--- src/rtl/ibex_avalon_mem_arbiter.sv ---
// rtl/ibex_avalon_mem_arbiter.sv - ibex instr/data ports shared onto one Avalon-MM master
// Round-robin arbitration, command hold under waitrequest, in-order read routing via owner FIFO.
module ibex_avalon_mem_arbiter #(
  parameter int unsigned MaxOutstanding = 2
) (
  input  logic        clk_i,
  input  logic        rst_ni,
  input  logic        instr_req_i,
  input  logic [31:0] instr_addr_i,
  output logic        instr_gnt_o,
  output logic        instr_rvalid_o,
  output logic [31:0] instr_rdata_o,
  output logic        instr_err_o,
  input  logic        data_req_i,
  input  logic        data_we_i,
  input  logic [3:0]  data_be_i,
  input  logic [31:0] data_addr_i,
  input  logic [31:0] data_wdata_i,
  output logic        data_gnt_o,
  output logic        data_rvalid_o,
  output logic [31:0] data_rdata_o,
  output logic        data_err_o,
  output logic [31:0] avm_address,
  output logic [3:0]  avm_byteenable,
  output logic        avm_read,
  output logic        avm_write,
  output logic [31:0] avm_writedata,
  input  logic        avm_waitrequest,
  input  logic [31:0] avm_readdata,
  input  logic        avm_readdatavalid,
  input  logic [1:0]  avm_response,
  output logic        protocol_err_o
);

  localparam int unsigned PW = (MaxOutstanding > 1) ? $clog2(MaxOutstanding) : 1;
  localparam int unsigned CW = $clog2(MaxOutstanding + 1);
  localparam logic [CW-1:0] MAX_CNT  = CW'(MaxOutstanding);
  localparam logic [PW-1:0] LAST_PTR = PW'(MaxOutstanding - 1);

  logic          r_lock;
  logic          r_lock_src;
  logic          r_rr;
  logic          r_fifo [MaxOutstanding];
  logic [PW-1:0] r_wptr;
  logic [PW-1:0] r_rptr;
  logic [CW-1:0] r_cnt;
  logic          r_wr_pend;
  logic          r_instr_rvalid;
  logic [31:0]   r_instr_rdata;
  logic          r_instr_err;
  logic          r_data_rvalid;
  logic [31:0]   r_data_rdata;
  logic          r_data_err;
  logic          r_proto_err;

  logic          w_pop;
  logic          w_room;
  logic          w_instr_ok;
  logic          w_data_ok;
  logic          w_pref;
  logic          w_sel_src;
  logic          w_sel_valid;
  logic          w_cmd;
  logic          w_sel_we;
  logic [31:0]   w_sel_addr;
  logic          w_accept;
  logic          w_push;
  logic          w_head;

  // A draining response frees a slot in the same cycle, so a full FIFO can still accept.
  assign w_pop      = avm_readdatavalid & (r_cnt != '0);
  assign w_room     = (r_cnt < MAX_CNT) | w_pop;
  assign w_instr_ok = instr_req_i & w_room;
  assign w_data_ok  = data_req_i & (data_we_i ? ((r_cnt == '0) & ~r_wr_pend) : w_room);
  assign w_pref     = (instr_req_i & data_req_i) ? ~r_rr : data_req_i;

  always_comb begin
    w_sel_src   = 1'b0;
    w_sel_valid = 1'b0;
    if (r_lock) begin
      w_sel_src   = r_lock_src;
      w_sel_valid = r_lock_src ? data_req_i : instr_req_i;
    end else if (w_pref ? w_data_ok : w_instr_ok) begin
      w_sel_src   = w_pref;
      w_sel_valid = 1'b1;
    end else if (w_pref ? w_instr_ok : w_data_ok) begin
      w_sel_src   = ~w_pref;
      w_sel_valid = 1'b1;
    end
  end

  assign w_cmd      = w_sel_valid & rst_ni;
  assign w_sel_we   = w_sel_src & data_we_i;
  assign w_sel_addr = w_sel_src ? data_addr_i : instr_addr_i;
  assign w_accept   = w_cmd & ~avm_waitrequest;
  assign w_push     = w_accept & ~w_sel_we;
  assign w_head     = r_fifo[r_rptr];

  assign avm_address    = w_sel_addr & 32'hFFFF_FFFC;
  assign avm_byteenable = w_sel_src ? data_be_i : 4'hF;
  assign avm_read       = w_cmd & ~w_sel_we;
  assign avm_write      = w_cmd & w_sel_we;
  assign avm_writedata  = data_wdata_i;

  assign instr_gnt_o    = w_accept & ~w_sel_src;
  assign data_gnt_o     = w_accept & w_sel_src;
  assign instr_rvalid_o = r_instr_rvalid;
  assign instr_rdata_o  = r_instr_rdata;
  assign instr_err_o    = r_instr_err;
  assign data_rvalid_o  = r_data_rvalid;
  assign data_rdata_o   = r_data_rdata;
  assign data_err_o     = r_data_err;
  assign protocol_err_o = r_proto_err;

  always_ff @(posedge clk_i or negedge rst_ni) begin
    if (!rst_ni) begin
      r_lock         <= 1'b0;
      r_lock_src     <= 1'b0;
      r_rr           <= 1'b1;
      for (int i = 0; i < MaxOutstanding; i++) r_fifo[i] <= 1'b0;
      r_wptr         <= '0;
      r_rptr         <= '0;
      r_cnt          <= '0;
      r_wr_pend      <= 1'b0;
      r_instr_rvalid <= 1'b0;
      r_instr_rdata  <= '0;
      r_instr_err    <= 1'b0;
      r_data_rvalid  <= 1'b0;
      r_data_rdata   <= '0;
      r_data_err     <= 1'b0;
      r_proto_err    <= 1'b0;
    end else begin
      if (w_cmd & avm_waitrequest) begin
        r_lock     <= 1'b1;
        r_lock_src <= w_sel_src;
      end else if (w_accept) begin
        r_lock     <= 1'b0;
      end
      if (w_accept) r_rr <= w_sel_src;

      if (w_push) begin
        r_fifo[r_wptr] <= w_sel_src;
        r_wptr         <= (r_wptr == LAST_PTR) ? '0 : r_wptr + PW'(1);
      end
      if (w_pop) r_rptr <= (r_rptr == LAST_PTR) ? '0 : r_rptr + PW'(1);
      case ({w_push, w_pop})
        2'b10:   r_cnt <= r_cnt + CW'(1);
        2'b01:   r_cnt <= r_cnt - CW'(1);
        default: r_cnt <= r_cnt;
      endcase

      // Write response is synthesised locally one cycle after acceptance.
      r_wr_pend      <= w_accept & w_sel_we;
      r_instr_rvalid <= w_pop & ~w_head;
      r_data_rvalid  <= (w_pop & w_head) | (w_accept & w_sel_we);
      if (w_pop) begin
        if (w_head) begin
          r_data_rdata  <= avm_readdata;
          r_data_err    <= |avm_response;
        end else begin
          r_instr_rdata <= avm_readdata;
          r_instr_err   <= |avm_response;
        end
      end else if (w_accept & w_sel_we) begin
        r_data_rdata <= '0;
        r_data_err   <= 1'b0;
      end

      if (avm_readdatavalid && (r_cnt == '0)) r_proto_err <= 1'b1;
    end
  end

endmodule

--- config.mk ---
export PLATFORM = sky130hd
export DESIGN_NAME = ibex_avalon_mem_arbiter
export DESIGN_NICKNAME = d
export VERILOG_FILES = /design/src/rtl/ibex_avalon_mem_arbiter.sv
export SDC_FILE = /design/constraint.sdc
export NUM_CORES = 1
export LEC_CHECK = 0
export ABC_CLOCK_PERIOD_IN_PS = 4550
export BUFFER_PORTS_ARGS = -buffer_cell sky130_fd_sc_hd__clkbuf_2
export CAP_MARGIN = 20
export CORE_AREA = 2 2 110 112
export DETAILED_ROUTE_END_ITERATION = 16
export DIE_AREA = 0 0 112 114
export PLACE_DENSITY = 0.67
export SYNTH_ARGS = -nofsm -noshare
export SYNTH_HDL_FRONTEND = slang
export SYNTH_SLANG_ARGS = --single-unit
--- constraint.sdc ---
create_clock -name clk_i -period 4.55 [get_ports clk_i]
set_input_delay 0.2275 -clock clk_i [delete_from_list [all_inputs] [get_ports clk_i]]
set_output_delay 0.2275 -clock clk_i [all_outputs]
set_load 0.02 [all_outputs]
## Word level (Yosys, flattened, before mapping)

Cells that the tools add are included.

- Flip-flop bits (word level): 79
- Input bits: 141
- Output and inout bits: 141

- $add $sub $neg: 4
- $lt $le $gt $ge: 4
- Equality and inequality tests: 3
- Muxes and demuxes: 30
- Bitwise gates (word level): 28
- Reductions and logical operators: 10

Operators by type and width:

| operator | count |
|---|---|
| $mux 32 | 4 |
| $mux 1 | 22 |
| $and 1x1->1 | 17 |
| $reduce_bool 2->1 | 4 |
| $not 1->1 | 7 |
| $ge 2x2->1 const B | 2 |
| $mux 4 | 1 |
| $not 1->2 | 2 |
| $pmux 2 s2 | 1 |
| $reduce_and 2->1 | 2 |
| $add 1x1->1 const B | 2 |
| $add 2x1->2 const B | 1 |
| $bwmux 2 | 1 |
| $eq 2x1->1 const B | 1 |
| $eq 2x2->1 const B | 1 |
| $logic_and 1x1->1 | 2 |
| $logic_not 2->1 | 1 |
| $lt 2x1->1 const B | 1 |
| $lt 2x2->1 const B | 1 |
| $ne 2x1->1 const B | 1 |
| $or 1x1->1 | 2 |
| $reduce_or 2->1 | 1 |
| $sub 2x1->2 const B | 1 |
| $demux 1 s1 | 1 |

## Longest topological paths before layout

Gate-level depths: netlist of the first run.

- Depth in word-level cells: 14
- Mapped depth: 9
- Gate-level depth less buffers: 8

## Worst setup path before layout of the first run

Ideal clock, no wire load.

- Kind: reg2out
- Start point: register r_cnt[1]
- End point: output avm_address[10]
- Arrival: 1.786 ns
- Data required time: 4.323 ns
- Path slack: 2.536 ns
- Stages on the path, launching flop included: 7
- Path through: dfrtp_1 -> buf_2 -> nor3b_2 -> nor3_4 -> a21oi_2 -> buf_2 -> mux2_2

- Cells in the longest elaborated chain, start to end: 10
- Elaborated cells on any way between the ends: 15

Ends and longest elaborated chain:

| element | RTL line | source |
|---|---|---|
| from (decl) | 46 | `logic [CW-1:0] r_cnt;` |
| from (signal assigned) | 147 | `2'b10: r_cnt <= r_cnt + CW'(1);` |
| from (signal assigned) | 148 | `2'b01: r_cnt <= r_cnt - CW'(1);` |
| from (signal assigned) | 149 | `default: r_cnt <= r_cnt;` |
| $reduce_bool 2->1 | 71 | `assign w_pop = avm_readdatavalid & (r_cnt != '0);` |
| $and 1x1->1 | 71 |  |
| $or 1x1->1 | 72 | `assign w_room = (r_cnt < MAX_CNT) \| w_pop;` |
| $mux 1 | 74 | `assign w_data_ok = data_req_i & (data_we_i ? ((r_cnt == '0) & ~r_wr_pend) : w_room);` |
| $and 1x1->1 | 74 |  |
| $mux 1 (2 in series) | 86 | `end else if (w_pref ? w_instr_ok : w_data_ok) begin` |
| $mux 1 (*) | 83 | `end else if (w_pref ? w_data_ok : w_instr_ok) begin` |
| $mux 1 (*) | 80 | `if (r_lock) begin` |
| $mux 32 (*) | 94 | `assign w_sel_addr = w_sel_src ? data_addr_i : instr_addr_i;` |
| to (decl) | 23 | `output logic [31:0] avm_address,` |

Mark *: on every way between the ends. The rest lies on a longest branch, timed or not.

## Worst setup path in the final report of the first run

- Start point: register r_cnt[1]
- End point: output instr_gnt_o

- Cells in the longest elaborated chain, start to end: 12
- Elaborated cells on any way between the ends: 21

Ends and longest elaborated chain:

| element | RTL line | source |
|---|---|---|
| $reduce_bool 2->1 | 71 |  |
| $and 1x1->1 | 71 |  |
| $or 1x1->1 | 72 |  |
| $mux 1 | 74 |  |
| $and 1x1->1 | 74 |  |
| $mux 1 (2 in series) | 86 |  |
| $mux 1 | 83 |  |
| $mux 1 | 80 |  |
| $and 1x1->1 | 92 | `assign w_cmd = w_sel_valid & rst_ni;` |
| $and 1x1->1 | 95 | `assign w_accept = w_cmd & ~avm_waitrequest;` |
| $and 1x1->1 (*) | 105 | `assign instr_gnt_o = w_accept & ~w_sel_src;` |
| to (decl) | 10 | `output logic instr_gnt_o,` |

Marks and branches as above.

==> flow_summary.yaml, run 1 <==
setup_path:
  cp_cell_sequence: "nor3b_2 > nor3_4 > a21oi_4 > nor3b_2 > clkbuf_2"
  worstRegToRegCells: 6
  crit_path_frequent_cell: "nor3b_2"
  slowest_stage: "a21oi_4"
  critical-path-top-delay-family: "simple AND/OR/NAND/NOR gates"
  slowest_delay_ns: 0.82
  path_class: "reg -> out"
  cp_num_buf_inv: 1
  r2r_setup_slack_ns: 2.02
  timing.rr.start: "r_lock"
  critPathCaptureType: "output pin"
  cp.required_ns: 4.32
  startpoint_type: "register"
  critical_path.max_fanout: 37
  cp.arrival_ns: 2.71
  r2r_end: "data_rdata_o[2]"
timing:
  hold_viol_final: 0
  relSlewSlack_pct: 30.0
  tightest_slew_ns: 1.05
  setup_violations: 0
  tns_ns: 0
  setup_ws_ns: 1.61
  timing.fmax_mhz: 340
  layout_min_cycle_time_ns: 2.94
  rsz0062_at_grt: "no"
  fin_crit_sh_pct: 64.6
  drv_slew: 0
  finClkSkew_ns: 0.00464
placed_design:
  finalWeightedCongestion: 0.854
  port_buffers: 211
  place_ws_ns: 1.96
  place_area_sq_um: 4960
  dp_hpwl_um: 9450
  dp.cells: 636
pwr:
  vdd_drop_max_mv: 0.381
  finalPower_mw: 3.96
  power_leakage_nw: 2.53
  powerDensity_nw_per_um2: 754
global_route:
  grt_pass1_vias: 3362
  grt_pass1_wl_um: 18700
  antenna_found_initial: 0
  grt_overflow_total: 0
  grt_max_degree: 69
  grt_usage_pct: 18.9
logic_synthesis:
  ys_warn_count: 0
  synth_seq_cells: 79
  synth_area_sq_um: 4040
  synth_area_leaders: "dfrtp_1, mux2_2, a22o_1, buf_4, a31o_1"
  netlist_instances: 329
  yosysTopAreaCellShare_pct: 48.3
  synth_area_per_cell_sq_um: 12.3
  post_synth_num_cell_types: 38
  synth_seq_area_share_pct: 48.9
  yosys.area.top_type: "dfrtp_1"
clock_network:
  ctsHoldBuffers: 1
  insertion_delay_ns: 0.33
  cts_tree: "done"
  cts.htree.levels: 3
  post-cts-setup-buffer-count: 0
  post_cts_resize_count: 0
  path_clk_slew_ns: 0.06
  cts_sinks: 79
  cts-root-buf: "clkbuf_16"
  cts_buffers: 9
  clk_path_buf_depth: 2
layout:
  multi_input_area_sq_um: 1680
  seq_area_sq_um: 1980
  final_cell_mix: "clkbuf_2, dfrtp_1, mux2_2"
  syn_to_final_growth_pct: 29.8
  drive_above_1_share_pct: 61.4
  diodes: 0
  postLayoutCellArea_sq_um: 5250
  layoutNonFillerInstCount: 652
  final.fill_count: 1109
  final_common_cell: "clkbuf_2"
  final_nets: 643
worst_hold_path:
  whs_path_depth: 2
  min_to: "instr_rdata_o[15]"
  hold_path.class: "in -> reg"
  worstHoldStart: "avm_readdata[15]"
route:
  wire_per_inst_um: 18.6
  vias_per_cell: 5.02
  drt_drc_violations_left: 0
  drt_iter0_drc: 142
  ant_nets: 0
  wl_um: 12200
  drt_pass1_iterations: 4
  num_vias: 3271
flow_run:
  cap_violations: 0
run_status:
  status: "complete, no violations"
die:
  io-pin-count: 282
  die_w_um: 112
  die-area_sq_um: 12800
  die_y_um: 114
  core_sq_um: 11700
  num_rows: 40
  initial_utilization_pct: 34.5
==> flip-flops by register name, summed over array words and instances (netlist names) <==
| register | flops |
|---|---|
| data_err_o | 1 |
| data_rdata_o | 32 |
| data_rvalid_o | 1 |
| instr_err_o | 1 |
| instr_rdata_o | 32 |
| instr_rvalid_o | 1 |
| protocol_err_o | 1 |
| r_cnt | 2 |
| r_fifo | 2 |
| r_lock | 1 |
| r_lock_src | 1 |
| r_rptr | 1 |
| r_rr | 1 |
| r_wptr | 1 |
| r_wr_pend | 1 |
==> kinds of logic after synthesis <==
| kind of cell | share of synthesized area [%] |
|---|---|
| compound gates | 16.8 |
| xor+xnor | 1.08 |
| fa+ha+maj | 0.309 |
| buf+inv | 9.93 |
| flops | 48.9 |
| mux | 17.5 |
| other cells | 0.0928 |
| simple gates | 5.29 |
==> layout make-up <==
cell class / instances / share of cell area [%]
inverter: 5 / 0.358
multi-input combinational: 189 / 32.1
clock buffer: 12 / 4.89
tap: 147 / 3.51
clock inverter: 3 / 0.358
timing repair buffer: 217 / 21.1
sequential: 79 / 37.7
==> how the worst max path moves through the flow <==
stage             start         endpoint  slack (ns)  cells after the start
6_report       r_cnt[1]      instr_gnt_o        1.61                      5
5_1_grt        r_cnt[1]      instr_gnt_o        1.36                      5
4_1_cts        r_cnt[1]      instr_gnt_o        1.59                      5
3_5_place_dp   r_cnt[1]      instr_gnt_o        1.96                      5
3_3_place_gp   r_cnt[1]      instr_gnt_o        2.05                      5
2_1_floorplan  r_cnt[1]  avm_address[10]        2.54                      6
==> Yosys cell counts, drive strengths merged <==
master,instances
a21o,1
a21oi,3
a22o,32
a2bb2oi,2
a31o,33
and2,1
buf,47
clkbuf,10
conb,1
dfrtp,78
dfstp,1
ha,1
inv,5
mux2,63
nand2,7
nand2b,4
nand3,2
nand4,1
nor2,7
nor2b,3
nor3,4
nor3b,3
o2111ai,1
o211ai,1
o21ai,6
o31a,1
o31ai,1
or2,5
xnor2,4
xor2,1
==> routing by layer <==
metal	track usage [%]	up-vias	part of all wire (%)
met1	21.8	1576	37
met4	5.93	0	1.4
met3	6.85	12	10
li1	-	1514	-
met5	0	-	0
met2	32.9	169	51
==> power by group <==
part | switching [mW] | total [mW] | internal (mW)
clock network | 0.266 | 0.661 | 0.395
registers | 0.228 | 1.27 | 1.05
logic | 1.13 | 2.02 | 0.894
total | 1.62 | 3.96 | 2.33
==> stage by stage <==
| stage | util, % | hold WS (ns) |
|---|---|---|
| 2_1_floorplan | - | -0.0681 |
| 3_3_place_gp | 42.4 | 0.198 |
| 3_5_place_dp | 42.4 | 0.201 |
| 4_1_cts | 44.8 | 0.131 |
| 5_1_grt | 44.8 | 0.137 |
| 6_report | 44.8 | 0.142 |
Note: power is estimated with default switching activity, not from simulation.
==> inputs of run 2 (changes only) <==
Settings changed: ABC_CLOCK_PERIOD_IN_PS 4550 to 2400, PLACE_DENSITY 0.67 to 0.7.
Clock period 4.55 ns to 2.4 ns, I/O delays scaled along.
==> flow_summary.yaml, run 2 (synthesis gave the netlist of run 1 again) <==
route:
  drt_drc_violations_left: 0
  num_vias: 3355
  wire_per_inst_um: 19.8
  wl_um: 13000
  drt_pass1_iterations: 4
  drt_iter0_drc: 145
  ant_nets: 0
  vias_per_cell: 5.08
clock_network:
  cts-root-buf: "clkbuf_16"
  cts_tree: "done"
  cts_sinks: 79
  post_cts_resize_count: 0
  insertion_delay_ns: 0.33
  cts_buffers: 9
  clk_path_buf_depth: 2
  path_clk_slew_ns: 0.06
  cts.htree.levels: 3
timing:
  timing.fmax_mhz: 435
  rsz0062_at_grt: "no"
  setup_ws_ns: 0.102
  hold_viol_final: 0
  layout_min_cycle_time_ns: 2.30
  relSlewSlack_pct: 40.6
  setup_violations: 0
  drv_slew: 0
  tightest_slew_ns: 0.891
  finClkSkew_ns: 0.00429
  tns_ns: 0
  fin_crit_sh_pct: 95.8
global_route:
  grt_overflow_total: 0
  grt_util_met1_pct: 25.1
  grt_usage_pct: 19.8
  grt-busiest-layer: "met2"
  grt_pass1_wl_um: 18900
  grt_util_met2_pct: 32.3
  grt_max_degree: 73
  grt_pass1_vias: 3294
  antenna_found_initial: 0
  grt_use_met3_pct: 7.23
pwr:
  vdd_drop_max_mv: 0.852
  power_leakage_nw: 2.57
  powerDensity_nw_per_um2: 1430
  finalPower_mw: 7.63
setup_path:
  cp.required_ns: 2.28
  path_class: "reg -> out"
  cp.arrival_ns: 2.18
  slowest_stage: "dfrtp_1"
  slowest_delay_ns: 0.47
  cp_cell_sequence: "nor3b_2 > nor3_4 > a21oi_4 > buf_12 > mux2_2 > clkbuf_2"
  critPathCaptureType: "output pin"
  startpoint_type: "register"
  critical_path.max_fanout: 37
  r2r_setup_slack_ns: 0.20
die:
  die_y_um: 114
  die_w_um: 112
  die-area_sq_um: 12800
  num_rows: 40
  io-pin-count: 282
  initial_utilization_pct: 34.5
  core_sq_um: 11700
layout:
  postLayoutCellArea_sq_um: 5340
  layoutNonFillerInstCount: 660
  final_common_cell: "clkbuf_2"
  drive_above_1_share_pct: 61.8
  syn_to_final_growth_pct: 32.0
  final_nets: 648
  final_cell_mix: "clkbuf_2, dfrtp_1, mux2_2"
worst_hold_path:
  hold_path.class: "in -> reg"
flow_run:
  cap_violations: 0
placed_design:
  dp.cells: 640
  finalWeightedCongestion: 0.888
  port_buffers: 211
  dp_hpwl_um: 10500
  place_ws_ns: 0.275
  place_area_sq_um: 5030
run_status:
  status: "complete, no violations"
[run 2: cell types whose count changed in the layout (fill, tap and decap cells not counted), sizes merged]
cell and change:
buf +5, clkinvlp +1, diode +2
[run 2: final timing paths]
check	start	end	cells after the start
setup / recovery	r_cnt[1]	avm_address[6]	6
hold / removal	avm_readdata[31]	instr_rdata_o[31]	2
setup reg to reg	r_lock	r_cnt[1]	7
hold reg to reg	protocol_err_o	protocol_err_o	1
max in group asynchronous	rst_ni	data_rvalid_o	3
min in group asynchronous	rst_ni	r_fifo[1]	2
[run 2: layout make-up]
cell class,count,area (sq um)
diodes,2,5.00
clock buffers,12,256
clock inverters,4,30.0
fillers,1102,6370
inverters,5,18.8
multi-input cells,189,1680
flip-flops and latches,79,1980
well taps,147,184
repair buffers,222,1180
[run 2: stage by stage]
step           hold WS [ns]  util (%)
6_report             0.0352      45.6
4_1_cts              0.0216      45.5
3_3_place_gp        -0.0445      42.9
3_5_place_dp        -0.0429      42.9
2_1_floorplan        -0.176         -
5_1_grt              0.0218      45.5
[run 2: critical path, delay by kind of cell, from the launching register on]
kind / cells / cell delay (ns)
AO/OA/AOI/OAI: 1 / 0.16
buffers and inverters: 2 / 0.39
flip-flops: 1 / 0.47
multiplexers: 1 / 0.41
AND/OR/NAND/NOR: 2 / 0.41
[run 2: timing repair]
| item | CTS | global route |
|---|---|---|
| buffers inserted | 0 | 1 |
| hold buffers | 1 | 0 |
| setup endpoints to repair | 0 | 1 |
| endpoints found under the hold margin | 7 | 0 |
[run 2: where the power goes]
| group | internal, mW | switching [mW] |
|---|---|---|
| Sequential | 1.98 | 0.447 |
| Combinational | 1.77 | 2.14 |
| Clock | 0.759 | 0.532 |
| Total | 4.51 | 3.12 |
[run 2: layer usage]
| metal | up-vias | part of all wire, % |
|---|---|---|
| li1 | 1525 | - |
| met1 | 1630 | 41 |
| met2 | 189 | 48 |
| met3 | 11 | 9.6 |
| met4 | 0 | 1.1 |
| met5 | - | 0 |
